[src/rtl/display_pkg.sv]
// Shared 7-segment definitions used by both the display driver and the
// scan capture monitor, so both ends of the bus agree on one code table.
package display_pkg;

  localparam logic [7:0] SEG_BLANK = 8'hFF;
  localparam logic [7:0] AN_IDLE   = 8'hFF;

  // Active-low {a,b,c,d,e,f,g,dp} patterns for hex digits 0..F
  localparam logic [7:0] SEG_CODE [0:15] = '{
    8'h03, 8'h9F, 8'h25, 8'h0D, 8'h99, 8'h49, 8'h41, 8'h1F,
    8'h01, 8'h09, 8'h11, 8'hC1, 8'h63, 8'h85, 8'h61, 8'h71
  };

  typedef struct packed {
    logic       hit;
    logic [3:0] nibble;
  } seg_dec_t;

  // What a committed (anode, segment) sample turned out to be
  typedef enum logic [2:0] {
    COMMIT_NONE,
    COMMIT_IDLE,
    COMMIT_MULTI,
    COMMIT_DIGIT,
    COMMIT_BLANK
  } commit_kind_t;

  function automatic logic [7:0] seg_encode(input logic [3:0] nibble);
    return SEG_CODE[nibble];
  endfunction

  function automatic seg_dec_t seg_decode(input logic [7:0] seg);
    seg_dec_t dec;
    dec.hit    = 1'b0;
    dec.nibble = 4'h0;
    for (int i = 0; i < 16; i++) begin
      if (seg == SEG_CODE[i]) begin
        dec.hit    = 1'b1;
        dec.nibble = 4'(i);
      end
    end
    return dec;
  endfunction

endpackage

[src/rtl/seg7_decode.sv]
// Combinational lookup from an active-low segment pattern back to its hex
// digit; hit is low for any pattern that is not one of the sixteen codes.
module seg7_decode
  import display_pkg::*;
(
  input  logic [7:0] seg,
  output logic       hit,
  output logic [3:0] nibble
);

  seg_dec_t dec;

  // Table lookup shared with the driver's encoder
  always_comb begin
    dec    = seg_decode(seg);
    hit    = dec.hit;
    nibble = dec.nibble;
  end

endmodule

[src/rtl/display_scan_capture.sv]
// Receive side of the multiplexed 7-segment bus: samples anode/segment
// lines, rebuilds a 4-digit snapshot once per complete scan and raises
// sticky flags for protocol violations plus a stall indicator.
module display_scan_capture
  import display_pkg::*;
#(
  parameter int STABLE_CNT = 1,
  parameter int TIMEOUT    = 64
) (
  input  logic       clk_i,
  input  logic       rst_i,
  input  logic [7:0] led7_an_i,
  input  logic [7:0] led7_seg_i,
  input  logic       clear_i,
  output logic [3:0] dig1000_o,
  output logic [3:0] dig100_o,
  output logic [3:0] dig10_o,
  output logic [3:0] dig1_o,
  output logic       digits_valid_o,
  output logic       frame_o,
  output logic       code_err_o,
  output logic       blank_err_o,
  output logic       an_err_o,
  output logic       stall_o
);

  localparam int               IDLE_W        = $clog2(TIMEOUT + 1);
  localparam logic [3:0]       STABLE_TARGET = 4'(STABLE_CNT);
  localparam logic [IDLE_W-1:0] IDLE_MAX     = IDLE_W'(TIMEOUT);

  logic [7:0]        an_q, seg_q, an_p, seg_p;
  logic [3:0]        stab_cnt, stab_next;
  logic              pair_same, commit;
  logic [7:0]        low_bits;
  logic              multi_low;
  logic [2:0]        pos;
  commit_kind_t      kind;
  logic              dec_hit;
  logic [3:0]        dec_nibble;
  logic              digit_ok, code_evt, blank_evt, an_evt, frame_evt;
  logic [3:0]        mask, mask_next;
  logic [3:0][3:0]   shadow;
  logic [IDLE_W-1:0] idle_cnt, idle_next;

  seg7_decode u_seg7_decode (
    .seg    (seg_q),
    .hit    (dec_hit),
    .nibble (dec_nibble)
  );

  assign stall_o = (idle_cnt == IDLE_MAX);

  // Run length of the sampled pair; a commit fires exactly once per stable run
  always_comb begin
    pair_same = (an_q == an_p) && (seg_q == seg_p);
    if (!pair_same)
      stab_next = 4'd1;
    else if (stab_cnt == STABLE_TARGET)
      stab_next = stab_cnt;
    else
      stab_next = stab_cnt + 4'd1;
    commit = (stab_next == STABLE_TARGET) && !(pair_same && (stab_cnt == STABLE_TARGET));
  end

  // Classify a committed sample by how many anodes are low and which one
  always_comb begin
    low_bits  = ~an_q;
    multi_low = (low_bits & (low_bits - 8'd1)) != 8'd0;
    pos       = 3'd0;
    for (int i = 7; i >= 0; i--) begin
      if (low_bits[i]) pos = 3'(i);
    end
    kind = COMMIT_NONE;
    if (commit) begin
      if (an_q == AN_IDLE)
        kind = COMMIT_IDLE;
      else if (multi_low)
        kind = COMMIT_MULTI;
      else if (!pos[2])
        kind = COMMIT_DIGIT;
      else
        kind = COMMIT_BLANK;
    end
  end

  // Error events, frame detection, capture mask and idle counter next-state
  always_comb begin
    digit_ok  = (kind == COMMIT_DIGIT) && dec_hit;
    code_evt  = (kind == COMMIT_DIGIT) && !dec_hit;
    blank_evt = (kind == COMMIT_BLANK) && (seg_q != SEG_BLANK);
    an_evt    = (kind == COMMIT_MULTI);
    frame_evt = digit_ok && (pos == 3'd0) && (mask == 4'hF) && !clear_i;
    mask_next = mask;
    if (clear_i)
      mask_next = 4'h0;
    else if (frame_evt)
      mask_next = 4'b0001;
    else if (digit_ok)
      mask_next = mask | (4'b0001 << pos[1:0]);
    if ((led7_an_i != an_q) || clear_i)
      idle_next = '0;
    else if (idle_cnt != IDLE_MAX)
      idle_next = idle_cnt + 1'b1;
    else
      idle_next = idle_cnt;
  end

  // Sampling pipeline, capture state, snapshot outputs and sticky flags
  always_ff @(posedge clk_i or posedge rst_i) begin
    if (rst_i) begin
      an_q           <= AN_IDLE;
      seg_q          <= SEG_BLANK;
      an_p           <= AN_IDLE;
      seg_p          <= SEG_BLANK;
      stab_cnt       <= 4'd0;
      mask           <= 4'h0;
      shadow         <= '0;
      idle_cnt       <= '0;
      dig1000_o      <= 4'h0;
      dig100_o       <= 4'h0;
      dig10_o        <= 4'h0;
      dig1_o         <= 4'h0;
      digits_valid_o <= 1'b0;
      frame_o        <= 1'b0;
      code_err_o     <= 1'b0;
      blank_err_o    <= 1'b0;
      an_err_o       <= 1'b0;
    end else begin
      an_q     <= led7_an_i;
      seg_q    <= led7_seg_i;
      an_p     <= an_q;
      seg_p    <= seg_q;
      stab_cnt <= stab_next;
      mask     <= mask_next;
      idle_cnt <= idle_next;
      frame_o  <= frame_evt;
      if (digit_ok)
        shadow[pos[1:0]] <= dec_nibble;
      if (frame_evt) begin
        dig1000_o <= shadow[3];
        dig100_o  <= shadow[2];
        dig10_o   <= shadow[1];
        dig1_o    <= shadow[0];
      end
      if (clear_i)
        digits_valid_o <= 1'b0;
      else if (frame_evt)
        digits_valid_o <= 1'b1;
      code_err_o  <= (code_err_o  & ~clear_i) | code_evt;
      blank_err_o <= (blank_err_o & ~clear_i) | blank_evt;
      an_err_o    <= (an_err_o    & ~clear_i) | an_evt;
    end
  end

endmodule

[config.mk]
export PLATFORM = sky130hd
export DESIGN_NAME = display_scan_capture
export DESIGN_NICKNAME = d
export VERILOG_FILES = /design/src/rtl/display_pkg.sv /design/src/rtl/seg7_decode.sv /design/src/rtl/display_scan_capture.sv
export SDC_FILE = /design/constraint.sdc
export NUM_CORES = 1
export LEC_CHECK = 0
export ABC_AREA = 1
export ABC_CLOCK_PERIOD_IN_PS = 3900
export CAP_MARGIN = 30
export CORE_MARGIN = 2
export CORE_UTILIZATION = 56
export CTS_CLUSTER_SIZE = 30
export DETAILED_ROUTE_END_ITERATION = 8
export GPL_ROUTABILITY_DRIVEN = 0
export GPL_TIMING_DRIVEN = 0
export PLACE_DENSITY_LB_ADDON = 0.1
export SKIP_LAST_GASP = 1
export SYNTH_ARGS = -nofsm -noshare
export SYNTH_HDL_FRONTEND = slang
export SYNTH_SLANG_ARGS = --single-unit
[constraint.sdc]
create_clock -name clk_i -period 3.9 [get_ports clk_i]
set_clock_uncertainty 0.2 [all_clocks]
set_input_delay 0.78 -clock clk_i [delete_from_list [all_inputs] [get_ports clk_i]]
set_output_delay 0.78 -clock clk_i [all_outputs]
set_load 0.02 [all_outputs]
==> summary.md, run 1 <==
| Metric | Value |
|---|---|
| Die width | `roughly 89 um` |
| Peak supply drop | `between 200 and 300 uV` |
| Number of buffers created by CTS | `9` |
| Number of global-route vias before repair | `3163` |
| Buf/Inv on CP | `3` |
| First-pass GRT wire length | `~14000 um` |
| Max-cap violations | `0` |
| Die outline height | `88.8 um` |
| RSZ-0062 raised after global routing | `no` |
| P per Cell Area | `approximately 360 nW/um^2` |
| Yosys top cell by area | `dfrtp_1` |
| Clock Latency Late Sink | `approximately 0.36 ns` |
| Crit-path slowest cell | `clkdlybuf4s50_1` |
| Lkg Pwr | `approximately 2.3 nW` |
| Hpwl dp | `5690 um` |
| Fin area | `roughly 4800 um^2` |
| Fin crit share | `0.828` |
| Status | `complete, no violations` |
| Final core utilization | `0.699` |
| Vias | `3226` |
| Post-Syn Area | `between 4000 and 5000 um^2` |
| Remaining Overflow, GRT | `0` |
| Residual DRC | `0` |
| ANT nets after route | `0` |
| Setup TNS | `0 ns` |
| Synth Register Bits | `84` |
| Multi-input logic area | `1620 um^2` |
| Resize count post-CTS | `0` |
| Routed WL per cell | `~12 um` |
| Crit-path leading delay family | `buffers and inverters` |
| Area share of the largest cell type after synthesis | `0.323` |
| Initial core utilization | `0.586` |
| Final Max Slew Viols | `0` |
| Non-filler instance count after layout | `641` |
| WP data arrival | `~2.3 ns` |
| Inst Count DP | `approximately 630` |
| Cell variety after synth | `37` |
| CTS tree | `yes` |
| Fill count | `560` |
| Critical path cell sequence | `inv_1 -> ha_1 -> inv_1 -> nor4_1 -> clkdlybuf4s50_1` |
| Slowest cell delay on critical path | `between 0.7 and 0.8 ns` |
| Setup bufs post-CTS | `0` |
| GRT Overall Usage | `0.225` |
| H-tree levels | `3` |
| Ports | `slightly above 40` |
| Min Tclk post-route | `about 3.2 ns` |
| Worst Max-Slew Pin Slew | `~0.76 ns` |
| Sequential area share after synthesis | `0.532` |
| Core area | `6870 um^2` |
| Share of layout cells above drive strength 1 | `0.145` |
| Root Buffer | `clkbuf_8` |
| Ranking of synthesized cells by area | `dfrtp_1 (32%), dfstp_2 (21%), nand2_1 (17%)` |
| Slew headroom | `0.486` |
| HP Class | `reg2reg` |
| Initial antenna violation count | `0` |
| Fin. Hold Viols | `0` |
| Post-Syn Nets | `roughly 510` |
| Routed WL | `around 7800 um` |
| Starting DRC count in detailed routing | `~170` |
| Reg area | `2140 um^2` |
| Total Nets Final | `between 500 and 600` |
| CP startpoint kind | `flop` |
| Syn Inst Count | `488` |
| Setup violators final | `0` |
| Pin count of the biggest net entering global routing | `between 50 and 60` |
| Hold-fix buffers at CTS | `0` |
| CP most frequent cell | `inv_1` |
| Std-Cell Rows | `30` |
| Fmax achieved | `between 300 and 400 MHz` |
| Critical path fanouts, max | `4` |
| Average cell area after synthesis | `slightly above 8 um^2` |
| Critical setup path kind | `reg2out` |
| Vias per std cell | `between 5 and 6` |
| Port bufs | `40` |
| Clock transition at the registers of the reported paths | `approximately 0.09 ns` |
| Ant. Diodes | `0` |
| Worst path required time | `2.92 ns` |
| Pre-Repair DR Iteration Count | `4` |
| Clock Tree Buf Depth | `2` |
| Clock Sinks | `84` |
| Area Growth Syn to Fin | `19.2%` |
| Die area | `7880 um^2` |
| Crit. End Element | `output pin` |
| Yosys warns | `0` |
| Placed Area | `roughly 4600 um^2` |
registers in the layout (all words and copies together), names as in the netlist:
signal / cells
an_q: 8
digits_valid_o: 1
idle_cnt: 7
stab_cnt: 4
dig100_o: 4
mask: 4
seg_q: 8
an_err_o: 1
dig1000_o: 4
dig1_o: 4
seg_p: 8
frame_o: 1
shadow: 16
an_p: 8
dig10_o: 4
code_err_o: 1
blank_err_o: 1
worst paths after layout:
check	from	end	slack, ns	cells past startpoint
max	idle_cnt[0]	stall_o	0.67	5
min reg2reg	seg_q[1]	seg_p[1]	0.19	0
max reg2reg	seg_q[0]	shadow[2]	1.45	11
max in group asynchronous	rst_i	an_q[2]	2.32	3
min	seg_q[1]	seg_p[1]	0.19	0
min in group asynchronous	rst_i	idle_cnt[4]	0.55	2
cell families after synthesis:
family | after synthesis | synth area share
AOI/OAI and AO/OA | 41 | 0.0594
adders and majority gates | 4 | 0.0124
buffers and inverters | 66 | 0.0662
and+or+nand+nor | 288 | 0.319
xor gates and xnor gates | 5 | 0.0109
DFF | 84 | 0.532
through the flow:
| step | hold slack, ns | power [mW] | setup slack, ns |
|---|---|---|---|
| floorplan | 0.167 | 1.01 | 0.808 |
| global placement | 0.175 | 1.04 | -0.425 |
| detailed placement | 0.177 | 1.05 | 1.05 |
| CTS | 0.190 | 1.75 | 0.632 |
| global route | 0.199 | 1.80 | 0.443 |
| finish | 0.191 | 1.73 | 0.671 |
area by class of cell:
class,count,share of cell area
tap,96,0.0250
sequential,84,0.446
buffer,5,0.00782
inverter,61,0.0482
timing repair buffer,41,0.0892
clock inverter,7,0.0206
clock buffer,9,0.0258
multi-input combinational,338,0.337
power by group:
part	switching [mW]	internal, mW	leakage [nW]
Clock	0.326	0.365	0.110
Sequential	0.0188	0.902	1.05
Combinational	0.0726	0.0443	1.17
Yosys cell counts:
| master | count |
|---|---|
| a2111oi_0 | 1 |
| a21oi_1 | 7 |
| a31oi_1 | 1 |
| buf_2 | 3 |
| buf_6 | 2 |
| clkinv_1 | 2 |
| dfrtp_1 | 52 |
| dfstp_2 | 32 |
| ha_1 | 4 |
| inv_1 | 56 |
| inv_2 | 3 |
| nand2_1 | 183 |
| nand2_2 | 4 |
| nand3_1 | 5 |
| nand3_2 | 4 |
| nand3b_1 | 1 |
| nand3b_2 | 1 |
| nand4_1 | 20 |
| nand4_4 | 1 |
| nor2_1 | 47 |
| nor2_2 | 3 |
| nor2_4 | 4 |
| nor3_1 | 5 |
| nor3_4 | 1 |
| nor3b_1 | 3 |
| nor4_1 | 5 |
| o2111ai_1 | 3 |
| o211ai_1 | 1 |
| o21ai_0 | 19 |
| o21ai_1 | 4 |
| o21ai_2 | 2 |
| o221ai_1 | 1 |
| o22ai_1 | 1 |
| o31ai_1 | 1 |
| or2_2 | 1 |
| xnor2_1 | 3 |
| xor2_1 | 2 |
worst register-to-register path, cell delays in order, from the launching register on:
cell,delay [ns]
dfstp_2,0.59
nand2_2,0.11
nor2_4,0.17
nand2_2,0.06
nor2_2,0.16
nor2_1,0.06
nand2_1,0.15
nor2_4,0.07
nor3_4,0.43
inv_2,0.15
nand2_1,0.09
o21ai_1,0.07
cell usage in the layout, fill, tap and decap left out, types with 2 or more instances in the layout:
master,instances
nand2_1,183
clkinv_1,2
buf_6,2
inv_1,55
nor3b_1,3
o21ai_1,4
inv_2,3
clkbuf_8,9
nor2_4,4
o2111ai_1,3
nand3_2,4
nor2_2,3
nand2_2,4
nand4_1,20
nor3_1,5
a21oi_1,7
xor2_1,2
clkdlybuf4s50_1,40
ha_1,4
o21ai_2,2
inv_6,2
o21ai_0,19
dfrtp_1,52
nor4_1,5
buf_2,3
nand3_1,5
xnor2_1,3
bufinv_16,2
dfstp_2,32
nor2_1,47
metal layers:
metal  global-route usage  vias to the layer above  share of wire  routed length, um
li1                     -                     1654              -                  -
met1                0.280                     1501           0.46               3540
met2                0.377                       56           0.49               3770
met3               0.0625                       15          0.040                309
met4               0.0785                        0          0.019                148
met5                    0                        -              0                  0
Note: power is estimated with default switching activity, not from simulation.
==> run 2, diff against run 1 <==
--- a/config.mk
+++ b/config.mk
@@ -6,10 +6,10 @@
 export NUM_CORES = 1
 export LEC_CHECK = 0
 export ABC_AREA = 1
-export ABC_CLOCK_PERIOD_IN_PS = 3900
+export ABC_CLOCK_PERIOD_IN_PS = 2900
 export CAP_MARGIN = 30
 export CORE_MARGIN = 2
-export CORE_UTILIZATION = 56
+export CORE_UTILIZATION = 51
 export CTS_CLUSTER_SIZE = 30
 export DETAILED_ROUTE_END_ITERATION = 8
 export GPL_ROUTABILITY_DRIVEN = 0
==> constraint.sdc (replaced) <==
create_clock -name clk_i -period 2.9 [get_ports clk_i]
set_clock_uncertainty 0.2 [all_clocks]
set_input_delay 0.58 -clock clk_i [delete_from_list [all_inputs] [get_ports clk_i]]
set_output_delay 0.58 -clock clk_i [all_outputs]
set_load 0.02 [all_outputs]
==> run 2 against run 1 <==
  * Combinational power up 33%
  * Largest cell class unchanged
  * Highest routed layer unchanged
  * Critical path depth unchanged
  * Worst setup slack worse by 0.24 ns
  * Via count down 0.68%
  * Largest power group unchanged
  * Power up 27%
  * Core utilization down 7.7 points
  * Wire length down 0.51%
==> summary.md, run 2 (synthesized netlist as in run 1, its figures left out) <==
| Metric | Value |
|---|---|
| Fill count | `683 (was 560)` |
| Clock Latency Late Sink | `0.36 ns (about the same)` |
| Core area | `7690 um^2 (was 6870 um^2)` |
| Status | `complete, no violations (unchanged)` |
| Total Power | `2.19 mW (was 1.73 mW)` |
| Vias | `3204 (was 3226)` |
| Crit. End Element | `output pin (unchanged)` |
| Min Tclk post-route | `around 2.5 ns` |
| Routed WL per cell | `12.0 um (was 12.1 um)` |
| Initial antenna violation count | `0 (unchanged)` |
| Ant. Diodes | `0 (unchanged)` |
| Die area | `8620 um^2 (was 7880 um^2)` |
| Pin count of the biggest net entering global routing | `48 (was 58)` |
| Share of layout cells above drive strength 1 | `0.147 (was 0.145)` |
| Number of buffers created by CTS | `9 (unchanged)` |
| First-pass GRT wire length | `13600 um (about the same)` |
| CTS tree | `yes (unchanged)` |
| Lkg Pwr | `2.34 nW (was 2.33 nW)` |
| Hold-fix buffers at CTS | `0 (unchanged)` |
| Clock Tree Buf Depth | `2 (unchanged)` |
| Port bufs | `40 (unchanged)` |
| Peak supply drop | `269 uV (was 268 uV)` |
| Fmax achieved | `404 MHz` |
| Residual DRC | `0 (unchanged)` |
| Remaining Overflow, GRT | `0 (unchanged)` |
| Hpwl dp | `5680 um (was 5690 um)` |
| Critical path fanouts, max | `4 (unchanged)` |
| Commonest non-fill, non-tap cells in the layout | `nand2_1 (183), inv_1 (55), dfrtp_1 (52), nor2_1 (47), clkdlybuf4s50_1 (39) (was nand2_1 (183), inv_1 (55), dfrtp_1 (52), nor2_1 (47), clkdlybuf4s50_1 (40))` |
| Area Growth Syn to Fin | `18.7% (was 19.2%)` |
| Ports | `41 (unchanged)` |
| HP Class | `reg2reg (unchanged)` |
| Worst path required time | `2.12 ns (was 2.92 ns)` |
| Fin crit share | `0.853` |
| Final Max Slew Viols | `0 (unchanged)` |
| Max reg flops | `16 (unchanged)` |
| Clock Sinks | `84 (unchanged)` |
| Initial core utilization | `0.524 (was 0.586)` |
| Setup bufs post-CTS | `0 (unchanged)` |
| RSZ-0062 raised after global routing | `no (unchanged)` |
| Largest Register | `shadow (unchanged)` |
| H-tree levels | `3 (unchanged)` |
| Commonest non-fill, non-tap cell in the layout | `nand2_1 (unchanged)` |
| Final hold slack | `0.187 ns (was 0.191 ns)` |
| Std-Cell Rows | `32 (was 30)` |
| Vias per std cell | `4.95 (was 5.03)` |
| CP startpoint kind | `flop (unchanged)` |
| Fin. Hold Viols | `0 (unchanged)` |
| Pre-Repair DR Iteration Count | `4 (unchanged)` |
| Slew headroom | `0.546 (was 0.486)` |
| Max-cap violations | `0 (unchanged)` |
| Routed WL | `7740 um (was 7780 um)` |
| Root Buffer | `clkbuf_8 (unchanged)` |
| GRT Overall Usage | `0.200 (was 0.225)` |
| Setup violators final | `0 (unchanged)` |
| Critical setup path kind | `reg2out (unchanged)` |
| Clock transition at the registers of the reported paths | `0.09 ns (about the same)` |
| Die width | `92.8 um (was 88.8 um)` |
| Total Nets Final | `563 (unchanged)` |
| Die outline height | `92.8 um (was 88.8 um)` |
| Worst Max-Slew Pin Slew | `0.674 ns (was 0.763 ns)` |
| P per Cell Area | `458 nW/um^2 (was 360 nW/um^2)` |
| WP data arrival | `1.69 ns (was 2.25 ns)` |
| Starting DRC count in detailed routing | `151 (was 173)` |
| ANT nets after route | `0 (unchanged)` |
| Final core utilization | `0.621 (was 0.699)` |
| Number of global-route vias before repair | `3094 (was 3163)` |
[run 2: cell types whose count changed in the layout (fill, tap and decap cells not counted), sizes merged]
cell	change
bufinv	-2
clkbuf	+1
clkdlybuf4s50	-1
clkinv	+1
dlymetal6s2s	+1
[run 2: what timing repair did]
action / CTS / global route
setup endpoints to repair: 1 / 1
resized for setup: 1 / 1
pin swaps: 0 / 0
[run 2: worst max-delay path, cell delays in order, from the launching register on]
cell and delay [ns]:
dfrtp_1 0.42, inv_1 0.09, ha_1 0.15, inv_1 0.05, nor4_2 0.34, dlymetal6s2s_1 0.28
[run 2: final timing paths]
check	startpoint	to	slack, ns	cells after the start
max	idle_cnt[0]	stall_o	0.43	5
min	seg_q[1]	seg_p[1]	0.19	0
max reg2reg	an_q[1]	shadow[1]	0.45	11
min reg2reg	seg_q[1]	seg_p[1]	0.19	0
max in group asynchronous	rst_i	an_p[7]	1.47	3
min in group asynchronous	rst_i	dig10_o[1]	0.39	2
[run 2: cell type report]
cell class	instances	area, um^2	share of cell area
clock buffer	10	138	0.0288
inverter	61	231	0.0485
multi-input combinational	338	1620	0.340
timing repair buffer	41	430	0.0901
tap	102	128	0.0267
buffer	5	37.5	0.00786
clock inverter	6	47.5	0.00995
sequential	84	2140	0.448
[run 2: metal layers]
| metal | wire length [um] | vias to the layer above | GRT usage |
|---|---|---|---|
| met5 | 0 | - | 0 |
| met4 | 150 | 0 | 0.0809 |
| met3 | 266 | 10 | 0.0374 |
| met2 | 3690 | 52 | 0.322 |
| met1 | 3620 | 1485 | 0.269 |
| li1 | - | 1657 | - |
[run 2: metrics by stage]
| stage | TNS, ns | area [um^2] | setup slack (ns) | instances |
|---|---|---|---|---|
| 4_1_cts | 0 | 4770 | 0.0247 | 647 |
| 5_1_grt | 0 | 4780 | 0.123 | 647 |
| 3_3_place_gp | -78.05 | 4550 | -1.23 | 630 |
| 2_1_floorplan | 0 | 4030 | 0.00781 | 488 |
| 3_5_place_dp | 0 | 4580 | 0.259 | 631 |
| 6_report | 0 | 4780 | 0.427 | 647 |
[run 2: report_power, final]
group          internal [mW]  switching, mW
clock                  0.342          0.454
sequential              1.21         0.0239
combinational         0.0596         0.0963
==> run 3, diff against run 2 <==
--- a/config.mk
+++ b/config.mk
@@ -8,12 +8,11 @@
 export ABC_AREA = 1
 export ABC_CLOCK_PERIOD_IN_PS = 2900
 export CAP_MARGIN = 30
-export CORE_MARGIN = 2
 export CORE_UTILIZATION = 51
-export CTS_CLUSTER_SIZE = 30
 export DETAILED_ROUTE_END_ITERATION = 8
 export GPL_ROUTABILITY_DRIVEN = 0
 export GPL_TIMING_DRIVEN = 0
+export HOLD_SLACK_MARGIN = 0.02
 export PLACE_DENSITY_LB_ADDON = 0.1
 export SKIP_LAST_GASP = 1
 export SYNTH_ARGS = -nofsm -noshare
==> run 3 against run 2 <==
  * Sequential cell count stayed put
  * Die area is 4.3% lower
  * Largest cell class unchanged
  * Power is 7.2% higher
  * Non-clock buffer count stayed put
  * Worst setup slack better by 0.0097 ns
==> summary.md, run 3 (synthesized netlist as in run 1, its figures left out) <==
| Metric | Value |
|---|---|
| Status | `complete, no violations (unchanged)` |
| Clock transition at the registers of the reported paths | `0.09 ns (about the same)` |
| Root Buffer | `clkbuf_8 (unchanged)` |
| Clock Tree Buf Depth | `2 (unchanged)` |
| HP Class | `reg2reg (unchanged)` |
| Commonest non-fill, non-tap cells in the layout | `nand2_1 (183), inv_1 (55), dfrtp_1 (52), nor2_1 (47), clkdlybuf4s50_1 (39) (unchanged)` |
| CP Launch Point | `idle_cnt[0] (unchanged)` |
| Fin. Hold Viols | `0 (unchanged)` |
| Clock Latency Late Sink | `0.36 ns (about the same)` |
| Number of cells on the worst reg-to-reg path | `11 (unchanged)` |
| Area Growth Syn to Fin | `19.8% (was 18.7%)` |
| Initial core utilization | `0.524 (unchanged)` |
| H-tree levels | `3 (unchanged)` |
| Non-filler instance count after layout | `647 (unchanged)` |
| Fin area | `4820 um^2 (was 4780 um^2)` |
| Critical path fanouts, max | `4 (unchanged)` |
| Port bufs | `40 (unchanged)` |
| Placed Area | `4580 um^2 (unchanged)` |
| Min Tclk post-route | `2.46 ns (was 2.47 ns)` |
| Final worst setup slack | `0.437 ns (was 0.427 ns)` |
| Resize count post-CTS | `1 (unchanged)` |
| GRT Overall Usage | `0.209 (was 0.200)` |
| Clock Sinks | `84 (unchanged)` |
| Max reg flops | `16 (unchanged)` |
| P per Cell Area | `487 nW/um^2 (was 458 nW/um^2)` |
| Fill count | `702 (was 683)` |
| Number of buffers created by CTS | `9 (unchanged)` |
| Hpwl dp | `5570 um (was 5680 um)` |
| Post-Place Worst Slack | `0.268 ns (was 0.259 ns)` |
| Inst Count DP | `631 (unchanged)` |
| Std-Cell Rows | `32 (unchanged)` |
| Largest Register | `shadow (unchanged)` |
| Die outline height | `90.8 um (was 92.8 um)` |
| Setup bufs post-CTS | `0 (unchanged)` |
| Hold-fix buffers at CTS | `0 (unchanged)` |
| Peak supply drop | `310 uV (was 269 uV)` |
| Routed WL | `7670 um (was 7740 um)` |
| CTS tree | `yes (unchanged)` |
| Worst reg2reg endpoint | `shadow[1] (unchanged)` |
| Max-cap violations | `0 (unchanged)` |
| ANT nets after route | `0 (unchanged)` |
| Fin crit share | `0.849 (was 0.853)` |
| Final Max Slew Viols | `0 (unchanged)` |
| Vias | `3239 (was 3204)` |
| WP data arrival | `1.68 ns (was 1.69 ns)` |
| CP startpoint kind | `flop (unchanged)` |
| Pre-Repair DR Iteration Count | `5 (was 4)` |
| Number of global-route vias before repair | `3095 (was 3094)` |
| Vias per std cell | `5.01 (was 4.95)` |
| First-pass GRT wire length | `13600 um (about the same)` |
| Die width | `90.8 um (was 92.8 um)` |
| Reg2reg setup slack | `0.46 ns (was 0.45 ns)` |
| Setup violators final | `0 (unchanged)` |
| Initial antenna violation count | `0 (unchanged)` |
| Commonest non-fill, non-tap cell in the layout | `nand2_1 (unchanged)` |
| Pin count of the biggest net entering global routing | `47 (was 48)` |
| Crit. End Element | `output pin (unchanged)` |
| Starting DRC count in detailed routing | `159 (was 151)` |
| RSZ-0062 raised after global routing | `no (unchanged)` |
| Worst path required time | `2.12 ns (about the same)` |
| Lkg Pwr | `2.36 nW (was 2.34 nW)` |
| Remaining Overflow, GRT | `0 (unchanged)` |
| Fmax achieved | `406 MHz (was 404 MHz)` |
| Residual DRC | `0 (unchanged)` |
| Core area | `7690 um^2 (unchanged)` |
| Die area | `8250 um^2 (was 8620 um^2)` |
| Total Nets Final | `563 (unchanged)` |
| Reg2reg start | `seg_q[0] (was an_q[1])` |
| Setup TNS | `0 ns (unchanged)` |
| Crit path capture | `stall_o (unchanged)` |
| Routed WL per cell | `11.8 um (was 12.0 um)` |
| Critical setup path kind | `reg2out (unchanged)` |
| Worst Max-Slew Pin Slew | `0.724 ns (was 0.674 ns)` |
| Share of layout cells above drive strength 1 | `0.147 (unchanged)` |
| Ports | `41 (unchanged)` |
| Slew headroom | `0.513 (was 0.546)` |
| Ant. Diodes | `0 (unchanged)` |
## run 3: changes by cell type in the layout (fill, tap and decap cells not counted), sizes merged
cell	delta
inv	+1
clkinv	-2
clkbuf	-1
bufinv	+2
## run 3: metrics by stage
stage                     hold WS [ns]   util  power (mW)
after floorplan                  0.167      -        1.35
after CTS                        0.190  0.627        2.37
final                            0.190  0.627        2.35
after detailed placement         0.177  0.596        1.42
after global placement           0.175  0.592        1.41
after global routing             0.195  0.627        2.44
## run 3: final cells by class
cell class	count	area [um^2]	area share
buffer	5	37.5	0.00779
clock buffer	9	124	0.0257
clock inverter	7	105	0.0218
inverter	61	231	0.0480
multi-input combinational	338	1620	0.337
sequential	84	2140	0.444
tap	102	128	0.0265
timing repair buffer	41	430	0.0893
## run 3: worst min path at each step
stage	startpoint	endpoint	cells after the start
finish	seg_q[1]	seg_p[1]	0
global placement	seg_q[1]	seg_p[1]	0
floorplan	seg_q[1]	seg_p[1]	0
global route	seg_q[1]	seg_p[1]	0
CTS	seg_q[1]	seg_p[1]	0
detailed placement	seg_q[1]	seg_p[1]	0
## run 3: critical path: stages (launching register included)
cell and delay (ns):
dfrtp_1 0.43, inv_1 0.09, ha_1 0.14, inv_1 0.05, nor4_2 0.33, dlymetal6s2s_1 0.28
## run 3: per-layer routing
layer	track usage	part of all wire	wire, um	vias up
met5	0	0	0	-
met4	0.0847	0.019	149	0
met3	0.0438	0.031	237	14
met2	0.346	0.47	3590	59
met1	0.267	0.48	3690	1517
li1	-	-	-	1649
## run 3: where the power goes
group	internal [mW]	total (mW)	switching [mW]	leakage [nW]
Combinational	0.0596	0.156	0.0961	1.19
Clock	0.498	0.953	0.455	0.112
Sequential	1.21	1.24	0.0239	1.05
Total	1.77	2.35	0.575	2.36
